--- config.mk ---
export PLATFORM = sky130hd
export DESIGN_NAME = mem_master
export DESIGN_NICKNAME = d
export VERILOG_FILES = /design/src/rtl/atk16_mem_pkg.sv /design/src/rtl/mem_req_slot.sv /design/src/rtl/mem_master.sv
export SDC_FILE = /design/constraint.sdc
export NUM_CORES = 1
export LEC_CHECK = 0
export BUFFER_PORTS_ARGS = -buffer_cell sky130_fd_sc_hd__buf_2
export CAP_MARGIN = 20
export CORE_UTILIZATION = 38
export CTS_CLUSTER_SIZE = 25
export DETAILED_ROUTE_END_ITERATION = 7
export PLACE_DENSITY = 0.69
export REMOVE_ABC_BUFFERS = 1
export SYNTH_ARGS = -nofsm -noshare
export SYNTH_HDL_FRONTEND = slang
export SYNTH_SLANG_ARGS = --single-unit
--- constraint.sdc ---
create_clock -name clk -period 2.6 [get_ports clk]
set_input_delay 0.13 -clock clk [delete_from_list [all_inputs] [get_ports clk]]
set_output_delay 0.13 -clock clk [all_outputs]
set_load 0.005 [all_outputs]
--- src/rtl/atk16_mem_pkg.sv ---
// Shared definitions for the ATK16 memory initiator: state encoding, default sizes
// and the timeout counter width helper.
package atk16_mem_pkg;

    localparam int unsigned ADDR_W_DEFAULT         = 16;
    localparam int unsigned DATA_W_DEFAULT         = 16;
    localparam int unsigned TIMEOUT_CYCLES_DEFAULT = 255;

    typedef enum logic [1:0] {
        IDLE    = 2'd0,
        ACCESS  = 2'd1,
        RELEASE = 2'd2
    } state_t;

    // Bits needed to hold a count from 0 up to max_count inclusive.
    function automatic int unsigned count_width(input int unsigned max_count);
        return (max_count < 1) ? 1 : $clog2(max_count + 1);
    endfunction

endpackage

--- src/rtl/mem_req_slot.sv ---
// One-entry request buffer {write, addr, wdata}: load fills it, take empties it.
module mem_req_slot
    import atk16_mem_pkg::*;
#(
    parameter int unsigned ADDR_W = ADDR_W_DEFAULT,
    parameter int unsigned DATA_W = DATA_W_DEFAULT
) (
    input  logic              clk,
    input  logic              rst,
    input  logic              load,
    input  logic              take,
    input  logic              new_write,
    input  logic [ADDR_W-1:0] new_addr,
    input  logic [DATA_W-1:0] new_wdata,
    output logic              valid,
    output logic              held_write,
    output logic [ADDR_W-1:0] held_addr,
    output logic [DATA_W-1:0] held_wdata
);

    // load is only possible while empty and take only while full, so they never collide
    always_ff @(posedge clk) begin
        if (rst) begin
            valid      <= 1'b0;
            held_write <= 1'b0;
            held_addr  <= '0;
            held_wdata <= '0;
        end else if (load) begin
            valid      <= 1'b1;
            held_write <= new_write;
            held_addr  <= new_addr;
            held_wdata <= new_wdata;
        end else if (take) begin
            valid      <= 1'b0;
        end
    end

endmodule

--- src/rtl/mem_master.sv ---
// Initiator for the level-handshake memory protocol of mem_fsm, fed by a valid/ready
// CPU port with a one-entry pending slot. Define MEM_TIMEOUT_EN to abort stuck accesses.
module mem_master
    import atk16_mem_pkg::*;
#(
    parameter int unsigned ADDR_W         = ADDR_W_DEFAULT,
    parameter int unsigned DATA_W         = DATA_W_DEFAULT,
    parameter int unsigned TIMEOUT_CYCLES = TIMEOUT_CYCLES_DEFAULT
) (
    input  logic              clk,
    input  logic              rst,
    input  logic              req_valid,
    output logic              req_ready,
    input  logic              req_write,
    input  logic [ADDR_W-1:0] req_addr,
    input  logic [DATA_W-1:0] req_wdata,
    output logic              rsp_valid,
    output logic [DATA_W-1:0] rsp_rdata,
    output logic              rsp_error,
    output logic [ADDR_W-1:0] mem_addr,
    output logic [DATA_W-1:0] mem_data_in,
    output logic              mem_read_en,
    output logic              mem_write_en,
    input  logic [DATA_W-1:0] mem_data_out,
    input  logic              mem_done
);

    if (TIMEOUT_CYCLES == 0) begin : g_bad_timeout
        $error("mem_master: TIMEOUT_CYCLES must be at least 1");
    end

    state_t            state;
    logic              accept;
    logic              slot_valid;
    logic              slot_write;
    logic [ADDR_W-1:0] slot_addr;
    logic [DATA_W-1:0] slot_wdata;
    logic              slot_load;
    logic              slot_take;
    logic              start;
    logic              next_write;
    logic [ADDR_W-1:0] next_addr;
    logic [DATA_W-1:0] next_wdata;

    assign req_ready = !slot_valid;
    assign accept    = req_valid && req_ready;
    assign slot_load = accept && (state != IDLE);

    mem_req_slot #(
        .ADDR_W (ADDR_W),
        .DATA_W (DATA_W)
    ) u_slot (
        .clk        (clk),
        .rst        (rst),
        .load       (slot_load),
        .take       (slot_take),
        .new_write  (req_write),
        .new_addr   (req_addr),
        .new_wdata  (req_wdata),
        .valid      (slot_valid),
        .held_write (slot_write),
        .held_addr  (slot_addr),
        .held_wdata (slot_wdata)
    );

    // Decide when a new access starts and whether it comes from the slot or the port.
    // A request parked while RELEASE fell back to IDLE is picked up from IDLE.
    always_comb begin
        start     = 1'b0;
        slot_take = 1'b0;
        case (state)
            IDLE: begin
                start     = accept || slot_valid;
                slot_take = !accept && slot_valid;
            end
            RELEASE: begin
                start     = !mem_done && slot_valid;
                slot_take = !mem_done && slot_valid;
            end
            default: begin
                start     = 1'b0;
                slot_take = 1'b0;
            end
        endcase
    end

    assign next_write = slot_take ? slot_write : req_write;
    assign next_addr  = slot_take ? slot_addr  : req_addr;
    assign next_wdata = slot_take ? slot_wdata : req_wdata;

`ifdef MEM_TIMEOUT_EN
    localparam int unsigned CNT_W = count_width(TIMEOUT_CYCLES);

    logic [CNT_W-1:0] access_cycles;
    logic             timeout_hit;

    assign timeout_hit = (access_cycles + CNT_W'(1)) == CNT_W'(TIMEOUT_CYCLES);

    // Counts ACCESS cycles of the current transfer.
    always_ff @(posedge clk) begin
        if (rst || start) begin
            access_cycles <= '0;
        end else if (state == ACCESS) begin
            access_cycles <= access_cycles + CNT_W'(1);
        end
    end
`endif

    always_ff @(posedge clk) begin
        if (rst) begin
            state        <= IDLE;
            mem_read_en  <= 1'b0;
            mem_write_en <= 1'b0;
            mem_addr     <= '0;
            mem_data_in  <= '0;
            rsp_valid    <= 1'b0;
            rsp_rdata    <= '0;
`ifdef MEM_TIMEOUT_EN
            rsp_error    <= 1'b0;
`endif
        end else begin
            rsp_valid <= 1'b0;
            if (start) begin
                state        <= ACCESS;
                mem_addr     <= next_addr;
                mem_data_in  <= next_wdata;
                mem_write_en <= next_write;
                mem_read_en  <= !next_write;
            end else begin
                case (state)
                    ACCESS: begin
                        if (mem_done) begin
                            mem_read_en  <= 1'b0;
                            mem_write_en <= 1'b0;
                            rsp_valid    <= 1'b1;
                            rsp_rdata    <= mem_write_en ? DATA_W'(0) : mem_data_out;
                            state        <= RELEASE;
`ifdef MEM_TIMEOUT_EN
                            rsp_error    <= 1'b0;
                        end else if (timeout_hit) begin
                            mem_read_en  <= 1'b0;
                            mem_write_en <= 1'b0;
                            rsp_valid    <= 1'b1;
                            rsp_rdata    <= '0;
                            rsp_error    <= 1'b1;
                            state        <= RELEASE;
`endif
                        end
                    end
                    RELEASE: begin
                        if (!mem_done) begin
                            state <= IDLE;
                        end
                    end
                    default: begin
                        state <= IDLE;
                    end
                endcase
            end
        end
    end

`ifndef MEM_TIMEOUT_EN
    assign rsp_error = 1'b0;
`endif

endmodule
==> results of run 1 <==
==> layout by cell type, fill, tap and decap left out <==
cell type                       instances
sky130_fd_sc_hd__a211oi_1               4
sky130_fd_sc_hd__a211oi_2              28
sky130_fd_sc_hd__a21o_2                 1
sky130_fd_sc_hd__a21oi_1               35
sky130_fd_sc_hd__a21oi_2                1
sky130_fd_sc_hd__a22o_1                16
sky130_fd_sc_hd__a32o_1                 1
sky130_fd_sc_hd__buf_12                 2
sky130_fd_sc_hd__buf_2                104
sky130_fd_sc_hd__buf_4                  6
sky130_fd_sc_hd__bufinv_16              1
sky130_fd_sc_hd__clkbuf_8              11
sky130_fd_sc_hd__clkinv_4               2
sky130_fd_sc_hd__clkinvlp_4             1
sky130_fd_sc_hd__conb_1                 1
sky130_fd_sc_hd__dfxtp_1               87
sky130_fd_sc_hd__dlygate4sd3_1         19
sky130_fd_sc_hd__inv_1                  1
sky130_fd_sc_hd__mux2i_1               33
sky130_fd_sc_hd__nand2_1               66
sky130_fd_sc_hd__nand2b_1               2
sky130_fd_sc_hd__nand2b_4               1
sky130_fd_sc_hd__nand3_1                1
sky130_fd_sc_hd__nor2_1                36
sky130_fd_sc_hd__nor2b_1                2
sky130_fd_sc_hd__nor3b_2                1
sky130_fd_sc_hd__o211a_1                1
sky130_fd_sc_hd__o211ai_1               1
sky130_fd_sc_hd__o31ai_1                1
sky130_fd_sc_hd__o32a_1                 1
sky130_fd_sc_hd__o32ai_4                1
sky130_fd_sc_hd__xnor2_1                1
==> worst max-delay path: stages (launching register included) <==
cell and delay, ns:
sky130_fd_sc_hd__dfxtp_1 0.53, sky130_fd_sc_hd__nand2b_4 0.22, sky130_fd_sc_hd__a21o_2 0.10, sky130_fd_sc_hd__buf_4 0.32
sky130_fd_sc_hd__mux2i_1 0.30, sky130_fd_sc_hd__o31ai_1 0.09
==> what timing repair did <==
| action | CTS | global route |
|---|---|---|
| endpoints found under the setup margin | 0 | 0 |
| endpoints found under the hold margin | 18 | 1 |
| hold buffers | 18 | 1 |
| buffers inserted | 0 | 0 |
==> sequential cells by signal (all words and copies together), names as in the netlist, 2 cells and up <==
register           flops
u_slot.held_addr      16
u_slot.held_wdata     16
rsp_rdata             16
mem_addr              16
mem_data_in           16
state                  2
==> metrics by stage <==
stage	utilization, %	area [µm²]	cells	hold slack [ns]	setup slack, ns
floorplan	-	3310	323	0.195	0.138
global placement	46.0	4050	543	0.348	0.988
detailed placement	46.0	4050	543	0.345	0.905
CTS	50.4	4440	576	0.00116	0.883
global route	50.5	4450	577	0.00535	0.753
finish	50.5	4450	577	0.0184	0.884
==> kinds of logic (layout without fill, tap and decap cells) <==
group / Yosys count / after routing
simple gates: 109 / 109
compound gates: 91 / 91
flops: 87 / 87
mux: 33 / 33
buf+inv: 32 / 147
other cells: 1 / 1
xor+xnor: 1 / 1
==> per-layer routing <==
| metal | routed length (µm) | share of wire [%] |
|---|---|---|
| met3 | 509 | 6.2 |
| met2 | 3910 | 48 |
| met4 | 90 | 1.1 |
| met5 | 0 | 0 |
| met1 | 3650 | 45 |
==> how the worst max path moves through the flow <==
stage / from / end / slack (ns) / cells after the start
after floorplan: u_slot.valid / mem_addr[0] / 0.14 / 4
after global placement: state[1] / u_slot.held_wdata[14] / 0.99 / 4
after detailed placement: state[0] / mem_write_en / 0.91 / 5
after CTS: state[0] / mem_write_en / 0.88 / 5
after global routing: state[1] / mem_write_en / 0.75 / 4
final: state[0] / mem_write_en / 0.88 / 5
==> final cells by class <==
cell class / instances / area (µm²)
fillers: 809 / 4360
flip-flops and latches: 87 / 1740
multi-input cells: 235 / 1570
repair buffers: 131 / 796
clock buffers: 11 / 151
well taps: 108 / 135
clock inverters: 4 / 55.1
inverters: 1 / 3.75
==> where the power goes <==
| part | internal, mW | switching, mW |
|---|---|---|
| Sequential | 1.46 | 0.0752 |
| Clock | 0.495 | 0.472 |
| Combinational | 0.298 | 0.348 |
| Total | 2.25 | 0.895 |
==> results.cfg, run 1 <==
[synth]
synth_top_cells_by_count = 87 x sky130_fd_sc_hd__dfxtp_1, 66 x sky130_fd_sc_hd__nand2_1, 36 x sky130_fd_sc_hd__nor2_1
synthMuxAreaShare_pct = 9.42
post_synthesis_sequential_area_ratio_pct = 49.7
yosys.area_share.xor_xnor_pct = 0.250
yosysWarningCount = 0
synth.most_common_cell = sky130_fd_sc_hd__dfxtp_1
yosys.area.top_type = sky130_fd_sc_hd__dfxtp_1
synthDominantCellAreaShare_pct = 49.7
ys_async_sr_fraction_pct = 0
netlist_instances = 354
post_synth_main_area_contributors = sky130_fd_sc_hd__dfxtp_1 50%, sky130_fd_sc_hd__a211oi_2 10%, sky130_fd_sc_hd__mux2i_1 9.4%
synthDistinctLibCells = 30
synth_compound_area_share_pct = 22.4
yosys_register_bits = 87
dominant_combinational_cell_family_by_area_after_synthesis = compound AO/OA/AOI/OAI gates
synthesis.area_um2 = 3510
number_of_flops_mapped_to_enable_cells_by_yosys = 0
synth_fa_ha_area_share_pct = 0
avgSynthCellArea_um2 = 9.90
yosys_most_used_dff = sky130_fd_sc_hd__dfxtp_1
yosys.area_share.simple_pct = 12.5

[sta]
grt_setup_unrepaired = false
min_period_ns = 1.72
final-hold-violation-count = 0
final-max-slew-violation-count = 0
post-route-period-util_pct = 66.0
finalSetupViolations = 0
finalClockSkew_ns = 0.00614
max_freq_mhz = 583
tightest_slew_ns = 0.888
max_slew_margin_pct = 40.8
setup-tns-final_ns = 0

[worst_hold_path]
worst_hold_stages = 3
whs_endpoint = u_slot.held_wdata[7]
timing.hold.worst.class = in2reg
hold_start = req_wdata[7]

[drt]
initialDrtViolationCount = 105
vias_per_cell = 5.04
mean_routed_wirelength_per_cell_um = 14.2
routed_wl_um = 8170
dr_total_vias = 2909
drcViolationCount = 12
drt_pass1_iterations = 8
detail-route-antenna-nets = 0

[place]
hpwlAfterDp_um = 5160
gp_congestion = 0.726
port_buffers = 104

[grt]
met3_usage_pct = 5.37
global_route_hottest_layer = met2
vias_in_the_first_global_route = 2691
wire_length_of_the_first_global_routing_pass_um = 13100
grt_start_max_net_pins = 69
groute.usage.overall_pct = 17.0
grt_antenna_before_repair = 0
grt.overflow.total = 0
grt_util_met2_pct = 29.0
groute.layer.met1.usage_pct = 20.9

[critical_path]
crit_fanout = 18
crit_type = reg2reg
crit_arrival_ns = 1.92
reg2regPathDepth = 5
timing.critical_path.to_type = flip-flop
crit_path_start_kind = flip-flop
crit_required_ns = 2.80
ff2ff_setup_slack_ns = 0.88
r2r_start = state[0]
r2r-end = mem_write_en

[pwr]
finalPower_mw = 3.15
cellLeakagePower_nw = 2.06
maximum_vdd_ir_drop_mv = 0.284
powerDensity_nw_per_um2 = 708

[floorplanning]
die_h_um = 98.1
fp.coreArea_um2 = 8810
core.rowCount = 34
die_width_um = 98.1
design.die.area_um2 = 9610
initial_utilization_pct = 39.8
top_level_ports = 106

[clocking]
insertion_delay_ns = 0.35
max-clock-path-buffers = 2
ctsHtreeMaxLevel = 3
cts_tree = yes
clk_pin_slew_worst_paths_ns = 0.09
tritoncts.num_buffers = 9
post_cts_resize_count = 0
tritoncts_num_sinks = 87
clock-root-buffer = sky130_fd_sc_hd__clkbuf_8

[final_layout]
synthToLayoutAreaGrowth_pct = 26.9
share_of_post_route_cells_with_drive_strength_above_1_pct = 34.1
diodes = 0
nNetsFinal = 518

[run_status]
outcome = finished with violations
violated_checks = DRC

[job]
max_cap_violations = 0
(Power assumes the default switching activity.)
==> run 2, diff against run 1 <==
ABC_AREA = 1   (was unset)
PLACE_DENSITY = 0.68   (was 0.69)
clock period = 1.7 ns   (was 2.6 ns; I/O delays follow)
==> run 2 against run 1 <==
Net effect: the run now ends clean; final area increased by 2.4%; setup slack got worse by 0.65 ns; sequential power increased by 51%; synthesized cell count increased by 31%; non-clock buffer count decreased by 2; global-route usage increased by 0.60 points; clock skew decreased by 0.0012 ns; clock-buffer cell count increased by 1; core utilization decreased by 1.9 points; hold slack improved by 0.0019 ns; register-to-register slack got worse by 0.61 ns; critical path type is now in2reg; highest routed layer unchanged.
==> results.cfg, run 2 <==
[synth]
synthDistinctLibCells = 26
netlist_instances = 465
number_of_flops_mapped_to_enable_cells_by_yosys = 0
ys_async_sr_fraction_pct = 0
synthDominantCellAreaShare_pct = 46.9
post_synthesis_sequential_area_ratio_pct = 46.9
avgSynthCellArea_um2 = 7.99
synth_top_cells_by_count = 87 x sky130_fd_sc_hd__dfxtp_1, 61 x sky130_fd_sc_hd__nor2_1, 52 x sky130_fd_sc_hd__o21ai_0
yosys.area.top_type = sky130_fd_sc_hd__dfxtp_1
yosysWarningCount = 0
post_synth_main_area_contributors = sky130_fd_sc_hd__dfxtp_1 47%, sky130_fd_sc_hd__o21ai_0 7.0%, sky130_fd_sc_hd__nor2_1 6.2%
synth.most_common_cell = sky130_fd_sc_hd__dfxtp_1
yosys_register_bits = 87
yosys_most_used_dff = sky130_fd_sc_hd__dfxtp_1
synthesis.area_um2 = 3720

[sta]
final-hold-violation-count = 0
final-max-slew-violation-count = 0
finalClockSkew_ns = 0.00498
grt_setup_unrepaired = false
post-route-period-util_pct = 86.5
min_period_ns = 1.47
max_freq_mhz = 680
finalSetupViolations = 0

[drt]
routed_wl_um = 8820
mean_routed_wirelength_per_cell_um = 12.5
drcViolationCount = 0
vias_per_cell = 4.76
initialDrtViolationCount = 151
detail-route-antenna-nets = 0
dr_total_vias = 3357
drt_pass1_iterations = 4

[clocking]
insertion_delay_ns = 0.34
tritoncts_num_sinks = 87
cts_tree = yes
clock-root-buffer = sky130_fd_sc_hd__clkbuf_8
max-clock-path-buffers = 2
clk_pin_slew_worst_paths_ns = 0.08
tritoncts.num_buffers = 9
ctsHtreeMaxLevel = 3

[floorplanning]
initial_utilization_pct = 39.7
die_h_um = 101
design.die.area_um2 = 10200
fp.coreArea_um2 = 9370
top_level_ports = 106
core.rowCount = 35
die_width_um = 101

[critical_path]
critical_path.cell_chain = dlygate4sd3_1, buf_2, inv_2, buf_4, o21ai_0, a21oi_1
timing.critical_path.to_type = flip-flop
wp_buf_inv = 4
crit_arrival_ns = 1.74
crit_fanout = 31
crit_required_ns = 1.97
critical_path.top_delay_family = buffers and inverters
critical-path-max-stage-delay_ns = 0.53
cpMaxStageDelayCell = sky130_fd_sc_hd__dlygate4sd3_1
crit_type = in2reg
crit_path_start_kind = input pin

[grt]
grt_start_max_net_pins = 50
grt_antenna_before_repair = 0
grt.overflow.total = 0
wire_length_of_the_first_global_routing_pass_um = 14000
groute.usage.overall_pct = 17.6
vias_in_the_first_global_route = 2961

[place]
hpwlAfterDp_um = 5980
gp_congestion = 0.797
dpl.cell_count = 674
port_buffers = 104
placed_area_um2 = 4230

[final_layout]
final.fill_count = 950
synthToLayoutAreaGrowth_pct = 22.7
diodes = 0
nNetsFinal = 624
instances_no_fill = 705
layout.cells.most_common_list = 104 x sky130_fd_sc_hd__buf_2, 87 x sky130_fd_sc_hd__dfxtp_1, 61 x sky130_fd_sc_hd__nor2_1, 52 x sky130_fd_sc_hd__o21ai_0, 40 x sky130_fd_sc_hd__inv_1
layout.cells.most_common = sky130_fd_sc_hd__buf_2
share_of_post_route_cells_with_drive_strength_above_1_pct = 33.9
final_design_area_no_fill_um2 = 4560

[worst_hold_path]
timing.hold.worst.class = in2reg

[pwr]
maximum_vdd_ir_drop_mv = 0.434
cellLeakagePower_nw = 2.06
powerDensity_nw_per_um2 = 1000

[run_status]
outcome = complete, no violations

[job]
max_cap_violations = 0
==> run 2: metal layers <==
layer	share of wire, %	vias up	wire length (µm)	track usage (%)
met5	0	-	0	0
met4	2.5	0	217	7.80
met3	4.7	19	417	4.72
met2	47	78	4160	28.5
met1	46	1538	4020	22.0
li1	-	1722	-	-
==> run 2: final timing paths <==
check        slack [ns]  cells past startpoint            startpoint              endpoint
max reg2reg        0.27                      7              state[1]           mem_addr[5]
min reg2reg        0.45                      2  u_slot.held_wdata[4]  u_slot.held_wdata[4]
max                0.23                      6                   rst     u_slot.held_write
min                0.02                      3          req_wdata[2]  u_slot.held_wdata[2]
==> run 2: cell families (layout without fill, tap and decap cells) <==
| group | Yosys count | in the layout | share of synthesized area, % |
|---|---|---|---|
| buffers and inverters | 79 | 190 | 11.6 |
| DFF | 87 | 87 | 46.9 |
| AOI/OAI and AO/OA | 150 | 150 | 22.8 |
| and+or+nand+nor | 148 | 148 | 18.6 |
| other | 1 | 1 | 0.101 |
==> run 2: metrics by stage <==
step / utilization, % / setup WS, ns / hold slack (ns) / setup TNS [ns] / power [mW]
after floorplan: - / -0.424 / 0.154 / -15.31 / 2.91
after global placement: 45.2 / 0.354 / 0.313 / 0 / 3.28
after detailed placement: 45.2 / 0.276 / 0.316 / 0 / 3.30
after CTS: 48.7 / 0.229 / 0.00193 / 0 / 4.63
after global routing: 48.7 / 0.0992 / 0.0141 / 0 / 4.85
final: 48.7 / 0.230 / 0.0203 / 0 / 4.58
==> run 2: final cells by class <==
| cell class | instances | area (µm²) | area share, % |
|---|---|---|---|
| Clock buffer | 12 | 155 | 3.40 |
| Tap cell | 129 | 161 | 3.54 |
| Timing Repair Buffer | 129 | 771 | 16.9 |
| Inverter | 45 | 169 | 3.70 |
| Clock inverter | 4 | 20.0 | 0.439 |
| Sequential cell | 87 | 1740 | 38.2 |
| Multi-Input combinational cell | 299 | 1540 | 33.8 |
==> run 2: repair_timing <==
| action | in CTS | in global routing |
|---|---|---|
| buffers inserted | 0 | 0 |
| endpoints found under the hold margin | 17 | 0 |
| hold buffers | 15 | 0 |
| endpoints found under the setup margin | 0 | 0 |
| gates resized for setup | 0 | 0 |
==> run 2: where the power goes <==
part           internal (mW)  leakage, nW  switching (mW)
registers               2.24        0.715          0.0897
logic                  0.388         1.25           0.560
clock network          0.602       0.0959           0.693
==> run 2: worst min-delay path, cell delays in order <==
cell and delay [ns]:
sky130_fd_sc_hd__buf_2 0.09, sky130_fd_sc_hd__o21ai_1 0.06, sky130_fd_sc_hd__a21oi_1 0.10
==> run 3, diff against run 2 <==
CTS_BUF_LIST = sky130_fd_sc_hd__clkbuf_8   (was unset)
==> run 3 against run 2 <==
Net effect: combinational power is essentially flat; clock skew about the same; global-route usage did not move; clock power hardly changed; critical endpoint unchanged; register-to-register slack is essentially flat; largest power group unchanged; wire length about the same.
==> results.cfg, run 3 (synthesis results as in run 2) <==
[run_status]
outcome = complete, no violations

[critical_path]
crit_fanout = 31
critical_path.cell_chain = dlygate4sd3_1, buf_2, inv_2, buf_4, o21ai_0, a21oi_1
ff2ff_setup_slack_ns = 0.27
critical-path-max-stage-delay_ns = 0.53
cpMaxStageDelayCell = sky130_fd_sc_hd__dlygate4sd3_1
crit_type = in2reg
reg2regPathDepth = 7
crit_required_ns = 1.97
crit_path_start_kind = input pin
r2r-end = mem_addr[5]
r2r_start = state[1]
timing.critical_path.to_type = flip-flop
crit_arrival_ns = 1.74

[grt]
groute.layer.met1.usage_pct = 22.0
grt_util_met2_pct = 28.5
vias_in_the_first_global_route = 2961
wire_length_of_the_first_global_routing_pass_um = 14000
grt_antenna_before_repair = 0
groute.usage.overall_pct = 17.6
met3_usage_pct = 4.72
grt_start_max_net_pins = 50
grt.overflow.total = 0
global_route_hottest_layer = met2

[pwr]
maximum_vdd_ir_drop_mv = 0.434
powerDensity_nw_per_um2 = 1000
finalPower_mw = 4.57
cellLeakagePower_nw = 2.06

[sta]
final-max-slew-violation-count = 0
grt_setup_unrepaired = false
max_freq_mhz = 680
hold-worst-slack_ns = 0.0199
min_period_ns = 1.47
finalSetupViolations = 0
finalClockSkew_ns = 0.00501
post-route-period-util_pct = 86.4
final-hold-violation-count = 0
layout_setup_ws_ns = 0.230

[place]
dpl.cell_count = 674
gp_congestion = 0.797
hpwlAfterDp_um = 5980
pre_cts_ws_ns = 0.276
port_buffers = 104

[clocking]
tritoncts_num_sinks = 87
cts_setup_buffers = 0
insertion_delay_ns = 0.34
ctsHtreeMaxLevel = 3
clock-root-buffer = sky130_fd_sc_hd__clkbuf_8
tritoncts.num_buffers = 9
max-clock-path-buffers = 2
post_cts_resize_count = 0
clk_pin_slew_worst_paths_ns = 0.08
cts_tree = yes
holdBufCountCts = 15

[final_layout]
instances_no_fill = 705
nNetsFinal = 624
synthToLayoutAreaGrowth_pct = 22.7
layout.cells.most_common = sky130_fd_sc_hd__buf_2
layout.cells.most_common_list = 104 x sky130_fd_sc_hd__buf_2, 87 x sky130_fd_sc_hd__dfxtp_1, 61 x sky130_fd_sc_hd__nor2_1, 52 x sky130_fd_sc_hd__o21ai_0, 41 x sky130_fd_sc_hd__inv_1
share_of_post_route_cells_with_drive_strength_above_1_pct = 33.9
diodes = 0

[drt]
drcViolationCount = 0
routed_wl_um = 8810
drt_pass1_iterations = 4
mean_routed_wirelength_per_cell_um = 12.5
dr_total_vias = 3358
vias_per_cell = 4.76
detail-route-antenna-nets = 0
initialDrtViolationCount = 151

[floorplanning]
top_level_ports = 106
core.rowCount = 35
die_width_um = 101
initial_utilization_pct = 39.7
die_h_um = 101
fp.coreArea_um2 = 9370
design.die.area_um2 = 10200

[job]
max_cap_violations = 0

[worst_hold_path]
hold_start = req_wdata[2]
timing.hold.worst.class = in2reg
whs_endpoint = u_slot.held_wdata[2]
worst_hold_stages = 3
-- run 3: report_power, final --
part	internal, mW	leakage, nW	total, mW	switching (mW)
sequential	2.24	0.715	2.33	0.0897
clock	0.596	0.100	1.29	0.694
combinational	0.388	1.25	0.948	0.560
total	3.23	2.06	4.57	1.34
-- run 3: critical path: cells and delay by family --
family,cells,cell delay [ns]
buf+inv,4,1.32
compound gates,2,0.32
-- run 3: worst max path at each step --
stage                 start                end  slack, ns  depth (start not counted)
3_5_place_dp       state[1]        mem_addr[5]       0.28                          7
5_1_grt                 rst       rsp_rdata[6]        0.1                          5
6_report                rst  u_slot.held_write       0.23                          6
4_1_cts                 rst  u_slot.held_write       0.23                          6
3_3_place_gp       state[1]       mem_addr[14]       0.35                          7
2_1_floorplan  u_slot.valid    mem_data_in[10]      -0.42                          5
-- run 3: per-stage QoR --
step / setup TNS, ns / utilization, % / area [µm²]
5_1_grt: 0 / 48.7 / 4560
2_1_floorplan: -15.31 / - / 3450
3_5_place_dp: 0 / 45.2 / 4230
4_1_cts: 0 / 48.7 / 4560
6_report: 0 / 48.7 / 4560
3_3_place_gp: 0 / 45.2 / 4230
-- run 3: cell type report --
class | count | area [µm²]
Fill cell | 950 | 4810
Sequential cell | 87 | 1740
Multi-Input combinational cell | 299 | 1540
Timing Repair Buffer | 129 | 771
Inverter | 45 | 169
Tap cell | 129 | 161
Clock buffer | 11 | 151
Clock inverter | 5 | 23.8
-- run 3: routing by layer --
layer | vias to the layer above | wire length, µm
li1 | 1722 | -
met1 | 1539 | 4020
met2 | 78 | 4160
met3 | 19 | 417
met4 | 0 | 217
met5 | - | 0
